`src/rtl/scaled_plane_pkg.sv`:
```
// -----------------------------------------------------------------------------
// scaled_plane_pkg
// Shared definitions for the scaled plane feeder:
//   - state_t        : feeder FSM states (IDLE, FETCH, BURST)
//   - DEF_*          : default parameter values of the feeder
//   - cnt_width()    : bit width needed to count 0..n-1 (minimum 1)
// -----------------------------------------------------------------------------
package scaled_plane_pkg;

   typedef enum logic [1:0] {
      IDLE  = 2'd0,
      FETCH = 2'd1,
      BURST = 2'd2
   } state_t;

   localparam int DEF_DATA_W     = 24;
   localparam int DEF_SRC_W      = 80;
   localparam int DEF_SRC_H      = 60;
   localparam int DEF_SCALE_X    = 8;
   localparam int DEF_SCALE_Y    = 8;
   localparam int DEF_ADDR_W     = 13;
   localparam int DEF_USEDW_W    = 10;
   localparam int DEF_FILL_LIMIT = 500;

   // Smallest width w >= 1 such that 2**w >= n, i.e. enough to hold n-1.
   function automatic int cnt_width(input int n);
      int w;
      w = 1;
      for (int i = 1; i < 31; i++) begin
         if ((32'sd1 << i) < n) begin
            w = i + 1;
         end
      end
      return w;
   endfunction

endpackage

```
`src/rtl/plane_addr_gen.sv`:
```
// -----------------------------------------------------------------------------
// plane_addr_gen
// Walks the source plane in the order needed for vertical replication:
// each source row is read SCALE_Y times before moving on to the next row.
// Holds the col / rep / row counters and the ROM address (row*SRC_W + col),
// which is maintained incrementally so no multiplier is needed.
//
// Ports:
//   clock        in   clock
//   reset        in   asynchronous, active-high reset
//   i_clear      in   synchronous return to frame origin (wins over advance)
//   i_advance    in   step to the next source pixel position
//   o_address    out  ROM address of the current position
//   o_frame_end  out  current position is the last one of the frame
// -----------------------------------------------------------------------------
module plane_addr_gen
   import scaled_plane_pkg::*;
#(
   parameter int SRC_W   = DEF_SRC_W,
   parameter int SRC_H   = DEF_SRC_H,
   parameter int SCALE_Y = DEF_SCALE_Y,
   parameter int ADDR_W  = DEF_ADDR_W
)
(
   input  logic              clock,
   input  logic              reset,
   input  logic              i_clear,
   input  logic              i_advance,
   output logic [ADDR_W-1:0] o_address,
   output logic              o_frame_end
);

   localparam int COL_W = cnt_width(SRC_W);
   localparam int REP_W = cnt_width(SCALE_Y);
   localparam int ROW_W = cnt_width(SRC_H);

   logic [COL_W-1:0]  r_col;
   logic [REP_W-1:0]  r_rep;
   logic [ROW_W-1:0]  r_row;
   logic [ADDR_W-1:0] r_address;

   logic w_col_last;
   logic w_rep_last;
   logic w_row_last;

   assign w_col_last  = (r_col == COL_W'(SRC_W - 1));
   assign w_rep_last  = (r_rep == REP_W'(SCALE_Y - 1));
   assign w_row_last  = (r_row == ROW_W'(SRC_H - 1));
   assign o_frame_end = w_col_last & w_rep_last & w_row_last;
   assign o_address   = r_address;

   // Position counters and address; clear has priority over advance.
   always_ff @(posedge clock or posedge reset) begin
      if (reset) begin
         r_col     <= '0;
         r_rep     <= '0;
         r_row     <= '0;
         r_address <= '0;
      end else if (i_clear) begin
         r_col     <= '0;
         r_rep     <= '0;
         r_row     <= '0;
         r_address <= '0;
      end else if (i_advance) begin
         if (!w_col_last) begin
            r_col     <= r_col + COL_W'(1);
            r_address <= r_address + ADDR_W'(1);
         end else begin
            r_col <= '0;
            if (!w_rep_last) begin
               // Replay the same source row: back to its first pixel.
               // Address is at row*SRC_W + SRC_W-1 here, so no underflow.
               r_rep     <= r_rep + REP_W'(1);
               r_address <= r_address - ADDR_W'(SRC_W - 1);
            end else if (!w_row_last) begin
               // Next row starts right after the last pixel of this one.
               r_rep     <= '0;
               r_row     <= r_row + ROW_W'(1);
               r_address <= r_address + ADDR_W'(1);
            end else begin
               r_rep     <= '0;
               r_row     <= '0;
               r_address <= '0;
            end
         end
      end
   end

endmodule

```
`src/rtl/scaled_plane_feeder.sv`:
```
// -----------------------------------------------------------------------------
// scaled_plane_feeder
// Streams an SRC_W x SRC_H plane from a synchronous ROM into a FIFO, scaled
// up by pixel replication: every source pixel is written SCALE_X times in a
// row (one burst), and every source row is replayed SCALE_Y times.
// A burst is only started when the FIFO has room for a whole burst.
//
// Per burst: IDLE (decide) -> FETCH (ROM data settles) -> BURST (SCALE_X
// writes of the latched pixel). The ROM address only moves on BURST->IDLE,
// so the ROM output is valid by the end of the following FETCH cycle.
//
// Ports:
//   clock       in   clock
//   reset       in   asynchronous, active-high reset
//   enable      in   permit new bursts (a running burst always completes)
//   restart     in   synchronous pulse: back to frame origin, abort burst
//   rom_data    in   ROM read data, one cycle after address
//   wrusedw     in   FIFO fill level, sampled in IDLE only
//   address     out  ROM address (row*SRC_W + col)
//   fifo_data   out  pixel to the FIFO
//   wrreq       out  FIFO write strobe
//   frame_done  out  one-cycle pulse after the last write of a frame
// -----------------------------------------------------------------------------
module scaled_plane_feeder
   import scaled_plane_pkg::*;
#(
   parameter int DATA_W     = DEF_DATA_W,
   parameter int SRC_W      = DEF_SRC_W,
   parameter int SRC_H      = DEF_SRC_H,
   parameter int SCALE_X    = DEF_SCALE_X,
   parameter int SCALE_Y    = DEF_SCALE_Y,
   parameter int ADDR_W     = DEF_ADDR_W,
   parameter int USEDW_W    = DEF_USEDW_W,
   parameter int FILL_LIMIT = DEF_FILL_LIMIT
)
(
   input  logic              clock,
   input  logic              reset,
   input  logic              enable,
   input  logic              restart,
   input  logic [DATA_W-1:0] rom_data,
   input  logic [USEDW_W-1:0] wrusedw,
   output logic [ADDR_W-1:0] address,
   output logic [DATA_W-1:0] fifo_data,
   output logic              wrreq,
   output logic              frame_done
);

   // Parameter sanity: the plane must fit the ROM, scales must be positive,
   // and a burst admitted just below FILL_LIMIT must still fit the FIFO.
   if (SRC_W * SRC_H > (2 ** ADDR_W)) begin : g_bad_plane_size
      $error("scaled_plane_feeder: SRC_W*SRC_H exceeds ROM address space");
   end
   if ((SCALE_X < 1) || (SCALE_Y < 1)) begin : g_bad_scale
      $error("scaled_plane_feeder: SCALE_X and SCALE_Y must be >= 1");
   end
   if (FILL_LIMIT > ((2 ** USEDW_W) - SCALE_X)) begin : g_bad_fill_limit
      $error("scaled_plane_feeder: FILL_LIMIT leaves no room for a burst");
   end

   localparam int BEAT_W = cnt_width(SCALE_X);

   state_t              r_state;
   logic [BEAT_W-1:0]   r_beat;
   logic [DATA_W-1:0]   r_fifo_data;
   logic                r_wrreq;
   logic                r_frame_done;

   state_t              w_next_state;
   logic                w_latch;
   logic                w_advance;
   logic                w_next_wrreq;
   logic                w_next_frame_done;
   logic                w_beat_last;
   logic                w_room;
   logic                w_frame_end;
   logic [ADDR_W-1:0]   w_address;

   assign w_beat_last = (r_beat == BEAT_W'(SCALE_X - 1));
   assign w_room      = (wrusedw < USEDW_W'(FILL_LIMIT));

   plane_addr_gen #(
      .SRC_W   (SRC_W),
      .SRC_H   (SRC_H),
      .SCALE_Y (SCALE_Y),
      .ADDR_W  (ADDR_W)
   ) u_addr_gen (
      .clock       (clock),
      .reset       (reset),
      .i_clear     (restart),
      .i_advance   (w_advance),
      .o_address   (w_address),
      .o_frame_end (w_frame_end)
   );

   // Next-state and registered-output decode; restart overrides everything.
   always_comb begin
      w_next_state = r_state;
      w_latch      = 1'b0;
      w_advance    = 1'b0;
      if (restart) begin
         w_next_state = IDLE;
      end else begin
         case (r_state)
            IDLE: begin
               if (enable && w_room) begin
                  w_next_state = FETCH;
               end else begin
                  w_next_state = IDLE;
               end
            end
            FETCH: begin
               w_next_state = BURST;
               w_latch      = 1'b1;
            end
            BURST: begin
               if (w_beat_last) begin
                  w_next_state = IDLE;
                  w_advance    = 1'b1;
               end else begin
                  w_next_state = BURST;
               end
            end
            default: begin
               w_next_state = IDLE;
            end
         endcase
      end
      w_next_wrreq      = (w_next_state == BURST);
      w_next_frame_done = w_advance & w_frame_end;
   end

   // FSM state register.
   always_ff @(posedge clock or posedge reset) begin
      if (reset) begin
         r_state <= IDLE;
      end else begin
         r_state <= w_next_state;
      end
   end

   // Output registers and burst beat counter.
   always_ff @(posedge clock or posedge reset) begin
      if (reset) begin
         r_beat       <= '0;
         r_fifo_data  <= '0;
         r_wrreq      <= 1'b0;
         r_frame_done <= 1'b0;
      end else begin
         r_wrreq      <= w_next_wrreq;
         r_frame_done <= w_next_frame_done;
         if (w_latch) begin
            r_fifo_data <= rom_data;
         end
         // Beat 0 on entry from FETCH, count while the burst continues.
         if ((r_state == BURST) && (w_next_state == BURST)) begin
            r_beat <= r_beat + BEAT_W'(1);
         end else begin
            r_beat <= '0;
         end
      end
   end

   assign address    = w_address;
   assign fifo_data  = r_fifo_data;
   assign wrreq      = r_wrreq;
   assign frame_done = r_frame_done;

endmodule

```
`config.mk`:
```
export PLATFORM = sky130hd
export DESIGN_NAME = scaled_plane_feeder
export DESIGN_NICKNAME = d
export VERILOG_FILES = /design/src/rtl/scaled_plane_pkg.sv /design/src/rtl/plane_addr_gen.sv /design/src/rtl/scaled_plane_feeder.sv
export SDC_FILE = /design/constraint.sdc
export NUM_CORES = 1
export LEC_CHECK = 0
export BUFFER_PORTS_ARGS = -buffer_cell sky130_fd_sc_hd__buf_4
export CAP_MARGIN = 10
export CORE_MARGIN = 2
export CORE_UTILIZATION = 45
export CTS_BUF_LIST = sky130_fd_sc_hd__clkbuf_4 sky130_fd_sc_hd__clkbuf_8
export CTS_CLUSTER_SIZE = 28
export DETAILED_ROUTE_END_ITERATION = 10
export GPL_TIMING_DRIVEN = 0
export PLACE_DENSITY = 0.69
export SYNTH_ARGS = -nofsm -noshare
export SYNTH_HDL_FRONTEND = slang
export SYNTH_SLANG_ARGS = --single-unit
export TNS_END_PERCENT = 10
```
`constraint.sdc`:
```
create_clock -name clock -period 6.2 [get_ports clock]
set_input_delay 0.62 -clock clock [delete_from_list [all_inputs] [get_ports clock]]
set_output_delay 0.62 -clock clock [all_outputs]
set_load 0.01 [all_outputs]
```
# Word-level counts from Yosys, hierarchy flattened
# Index checks and enable logic that the tools add are counted.
# totals
in_bits	38
out_inout_bits	39
ff_bits	60
# classes
n_addsub	6
n_mux	27
eq_ne	7
bitwise_logic	3
reduce_logical	8
order_cmp	1
# op_table
cell	count
2-to-1 mux 13 bit	5
2-to-1 mux 6 bit	5
2-to-1 mux 7 bit	3
2-to-1 mux 3 bit	5
adder 13 x 1 -> 13 bit, second input constant	1
subtractor 13 x 7 -> 13 bit, second input constant	1
less-than comparator 10 x 9 -> 1 bit, second input constant	1
adder 7 x 1 -> 7 bit, second input constant	1
equality test 7 bit, second input constant	1
adder 3 x 1 -> 3 bit, second input constant	2
adder 6 x 1 -> 6 bit, second input constant	1
equality test 3 bit, second input constant	2
equality test 6 bit, second input constant	1
2-to-1 mux 1 bit	6
one-hot mux 2 bit (3 select lines)	1
nonzero test 2 bit	3
equality test 2 bit, second input constant	2
2-to-1 mux 2 bit	2
AND 1 bit	3
AND reduction 3 bit	1
equality test 2 x 1 -> 1 bit, second input constant	1
logical AND 1 bit	2
logical NOT 2 bit	1
AND reduction 2 bit	1

# Depth between registers and ports, before layout
# logic_depth
depth_word	8
depth_mapped	9
ltp_nobuf	7

# Cells and area by module
# From an unflattened synthesis, not the netlist that was laid out.
# hier_totals
hier_cells	282
hier_area_um2	3071.7
# modules_own_cells
mod	seq_area_each_um2	instances	area_per_inst_um2	cells_each
plane_addr_gen	725.7	1	1863.0	207
scaled_plane_feeder	775.7	1	1208.7	75

# Worst setup path before layout
# Ideal clock, no wire load.
# synth_path
path_kind	register to register
from	register u_addr_gen.r_address[0] (netlist: u_addr_gen.o_address[0])
to	register u_addr_gen.r_address[12] (netlist: u_addr_gen.o_address[12])
path_slack_ns	4.050
path_stages_with_launch	7
arrival_ns	2.013
period_less_slack_ns	2.150
required_ns	6.063
cell_sequence	dfrtp_1 -> ha_1 -> a311o_1 -> a2111oi_4 -> mux2_1 -> a22oi_1 -> a31oi_1
# synth_between
elab_chain_len	6
# synth_lines
item	line	rtl
start, declared	plane_addr_gen.sv:40	logic [ADDR_W-1:0] r_address;
start signal, assigned	plane_addr_gen.sv:67	r_address <= r_address + ADDR_W'(1);
start signal, assigned	plane_addr_gen.sv:74	r_address <= r_address - ADDR_W'(SRC_W - 1);
start signal, assigned	plane_addr_gen.sv:79	r_address <= r_address + ADDR_W'(1);
adder 13 x 1 -> 13 bit	plane_addr_gen.sv:67, plane_addr_gen.sv:79	
2-to-1 mux 13 bit	plane_addr_gen.sv:75	end else if (!w_row_last) begin
2-to-1 mux 13 bit	plane_addr_gen.sv:70	if (!w_rep_last) begin
2-to-1 mux 13 bit *	plane_addr_gen.sv:65	if (!w_col_last) begin
2-to-1 mux 13 bit *	plane_addr_gen.sv:64	end else if (i_advance) begin
2-to-1 mux 13 bit *	plane_addr_gen.sv:59	end else if (i_clear) begin
# Mark *: on every way between the ends. The rest lies on a longest branch, timed or not. The select of a mux whose other input is x is not followed.
# A chain may end at the register's enable or synchronous reset.

# Worst setup path after layout
# layout_path
from	register u_addr_gen.r_rep[0]
to	register u_addr_gen.r_address[9] (netlist: u_addr_gen.o_address[9])
# layout_between
elab_chain_len	5
# layout_lines
item	line	rtl
start, declared	plane_addr_gen.sv:38	logic [REP_W-1:0] r_rep;
start signal, assigned	plane_addr_gen.sv:73	r_rep <= r_rep + REP_W'(1);
equality test 3 bit	plane_addr_gen.sv:47	assign w_rep_last = (r_rep == REP_W'(SCALE_Y - 1));
2-to-1 mux 13 bit	plane_addr_gen.sv:70	
2-to-1 mux 13 bit	plane_addr_gen.sv:65	
2-to-1 mux 13 bit	plane_addr_gen.sv:64	
2-to-1 mux 13 bit	plane_addr_gen.sv:59	
# Every way passes these cells. The select of a mux whose other input is x is not followed.

==> reports/summary.txt <==
Io pins: 77
Final hold slack: 0.363 ns
Largest fanout on the critical path: 9
Detailed-placement wirelength estimate: 4930 um
Post-route fraction of the period consumed by the critical path: 39.6%
Clock latency at the later pin of the worst-skew pair: 0.34 ns
Synth top area share: 49.0%
Die X: 86.5 um
Number of nets in the finished design: 418
Buffer cell driving the clock tree root: clkbuf_8
Cell taking the most area after synthesis: dfrtp_1
Wire length per cell after detailed routing: 15.5 um
Post-Syn Nets: 332
Remaining Overflow, GRT: 0
Ant. Diodes: 0
Sum of negative setup slack: 0 ns
Layout cells sized above 1: 29.4%
Number of remaining DRC errors: 0
Core footprint: 0.00668 mm^2
Row count: 30
Fill count: 568
First-pass detailed-route iteration total: 4
Max VDD drop: 0.144 mV
Syn Std Cell Area: 0.00307 mm^2
First DRT Iteration DRCs: 192
Critical register-to-register path startpoint: u_addr_gen.r_rep[0]
Number of antenna violations at the first check in global routing: 0
Seq. cell area: 0.00150 mm^2
Post-CTS Hold Fix Bufs: 0
Critical path capture point type: flip-flop
Power per cell area: 258 mW/mm^2
Post-CTS Setup Repair Bufs: 0
Area taken by multi-input logic gates: 0.00148 mm^2
Number of library cell types mapped by synthesis: 57
Placement Setup Slack: 3.78 ns
Destination of the critical timing path: u_addr_gen.o_address[9]
Via total after detailed routing: 2627
Worst setup path category: flip-flop to flip-flop
Vias in the first global route: 2356
Starting Density: 45.9%
Max_slew headroom: 58.9%
Cell leakage power: 1.80 nW
Via density per instance: 5.74
Crit-path slowest cell: dfrtp_1
Cells on worst reg2reg path: 8
CP most frequent cell: ha_1
Critical path arrival: 2.69 ns
Global-route wire length before repair: 11100 um
Most frequent standard cell in the layout excluding fill and tap cells: buf_4
Hold crit path type: input pin to asynchronous set/reset pin
Primary FF master, synth: dfrtp_1
Number of buffers inserted during clock tree synthesis: 9
Gp weighted congestion: 0.875
Count of endpoints failing setup in the final report: 0
Setup crit start kind: flip-flop
Sequential cell area fraction in the yosys report: 49.0%
Worst flop-to-flop path endpoint: u_addr_gen.o_address[9]
Shortest clock period the worst path allows after layout: 2.45 ns
Number of enable-type register cells in the synthesized netlist: 0
Detailed Route WL: 7090 um
Area contributors post-synth: dfrtp_1 49%, mux2_1 8.4%, a21oi_1 3.3%
Die Footprint: 0.00749 mm^2
Port Buffers: 74
Number of buffers on the longest clock path: 2
Clock slew at reported path FFs: 0.07 ns
Area grow syn2layout: 29.2%
Total power consumption of the routed design: 1.02 mW
Largest stage delay on the critical path: 0.40 ns
Per-instance average area after synthesis: 10.7 um^2
Maximum number of pins on one net before global-route repair: 34
Final critical-path setup slack: 3.75 ns
Worst-path cell chain: ha_1, ha_1, clkbuf_1, nor4b_1, nand2_1, nor4_1, o32ai_1, a221oi_1
Critical path launch point: u_addr_gen.r_rep[0]
Synthesized instance count: 287
Total global routing track utilization: 18.8%
Die span in y: 86.5 um
Fmax: 407 MHz
Clock tree from TritonCTS: done
Final hold viol count: 0
Maximum clock skew at final layout: 0.00780 ns
Count of cells resized by post-cts repair: 0
Number of synthesized register bits: 60
Slew of the pin with the lowest slew margin: 0.616 ns
Commonest cells after routing, fill and taps aside: 74 x buf_4, 60 x dfrtp_1, 23 x mux2_1
Slew Limit Fails: 0
Num Clock Sinks: 60
Synth warnings: 0
H-tree depth: 3
Number of max-cap violations: 0
Antenna viol nets, final: 0
Data required time at the worst endpoint: 6.43 ns
Status: complete, no violations
R2r setup slk: 3.75 ns
Unrepaired setup endpoints after global routing: false
Async set-reset flop share out of synthesis: 100%
[per-layer routing]
layer	global-route usage, %	wire (um)	up-vias
met2	29.5	3510	70
met3	3.71	256	12
met4	8.10	136	0
met5	0	0	-
li1	-	-	1254
met1	25.5	3180	1291
[flip-flops by register name (all words and copies together), names as in the netlist]
| name | cells |
|---|---|
| wrreq | 1 |
| r_beat | 3 |
| fifo_data | 24 |
| u_addr_gen.r_col | 7 |
| u_addr_gen.o_address | 13 |
| r_state | 2 |
| frame_done | 1 |
| u_addr_gen.r_row | 6 |
| u_addr_gen.r_rep | 3 |
[Yosys cell counts, types with 5 or more instances]
| library cell | count |
|---|---|
| nand3_1 | 12 |
| and2_1 | 6 |
| ha_1 | 7 |
| clkbuf_1 | 5 |
| and3_1 | 5 |
| nand2_1 | 22 |
| nor3_1 | 9 |
| a311oi_1 | 5 |
| nor2_1 | 14 |
| a21oi_1 | 20 |
| a31oi_1 | 10 |
| dfrtp_1 | 60 |
| buf_2 | 8 |
| mux2_1 | 23 |
| o21ai_1 | 5 |
[how the worst min path moves through the flow]
stage | start | to | slack (ns) | cells past startpoint
CTS | reset | frame_done | 0.38 | 2
global route | reset | frame_done | 0.43 | 2
finish | reset | frame_done | 0.36 | 2
detailed placement | r_beat[0] | r_beat[0] | 0.43 | 1
global placement | r_beat[0] | r_beat[0] | 0.44 | 1
floorplan | r_beat[0] | r_beat[0] | 0.42 | 1
[through the flow]
stage / cells / instance area (um^2) / util [%]
detailed placement: 442 / 3740 / 56.0
floorplan: 287 / 3070 / -
global route: 458 / 3960 / 59.3
global placement: 441 / 3720 / 55.7
CTS: 458 / 3960 / 59.3
finish: 458 / 3960 / 59.3
[final cells by class]
cell class / instances / area share [%]
Clock inverter: 6 / 2.24
Tap cell: 80 / 2.53
Sequential cell: 60 / 37.9
Multi-Input combinational cell: 208 / 37.2
Buffer: 16 / 1.96
Clock buffer: 10 / 3.32
Timing Repair Buffer: 75 / 14.5
Inverter: 3 / 0.284
[logic make-up after synthesis]
| kind of cell | count (synthesis) | synth area share, % |
|---|---|---|
| DFF | 60 | 49.0 |
| AOI/OAI and AO/OA | 67 | 15.7 |
| and+or+nand+nor | 101 | 17.9 |
| muxes | 28 | 10.2 |
| buffers and inverters | 19 | 2.90 |
| adders and majority gates | 7 | 2.86 |
| xor gates and xnor gates | 5 | 1.43 |
[critical path, delay by kind of cell, from the launching register on]
kind,cells,cell delay [ns]
and+or+nand+nor,3,0.95
DFF,1,0.40
AOI/OAI and AO/OA,2,0.40
adders and majority gates,2,0.38
buffers and inverters,1,0.22
[power breakdown]
part	internal [mW]	switching, mW
Clock	0.231	0.157
Sequential	0.438	0.0222
Combinational	0.100	0.0728
(Power assumes the default switching activity.)
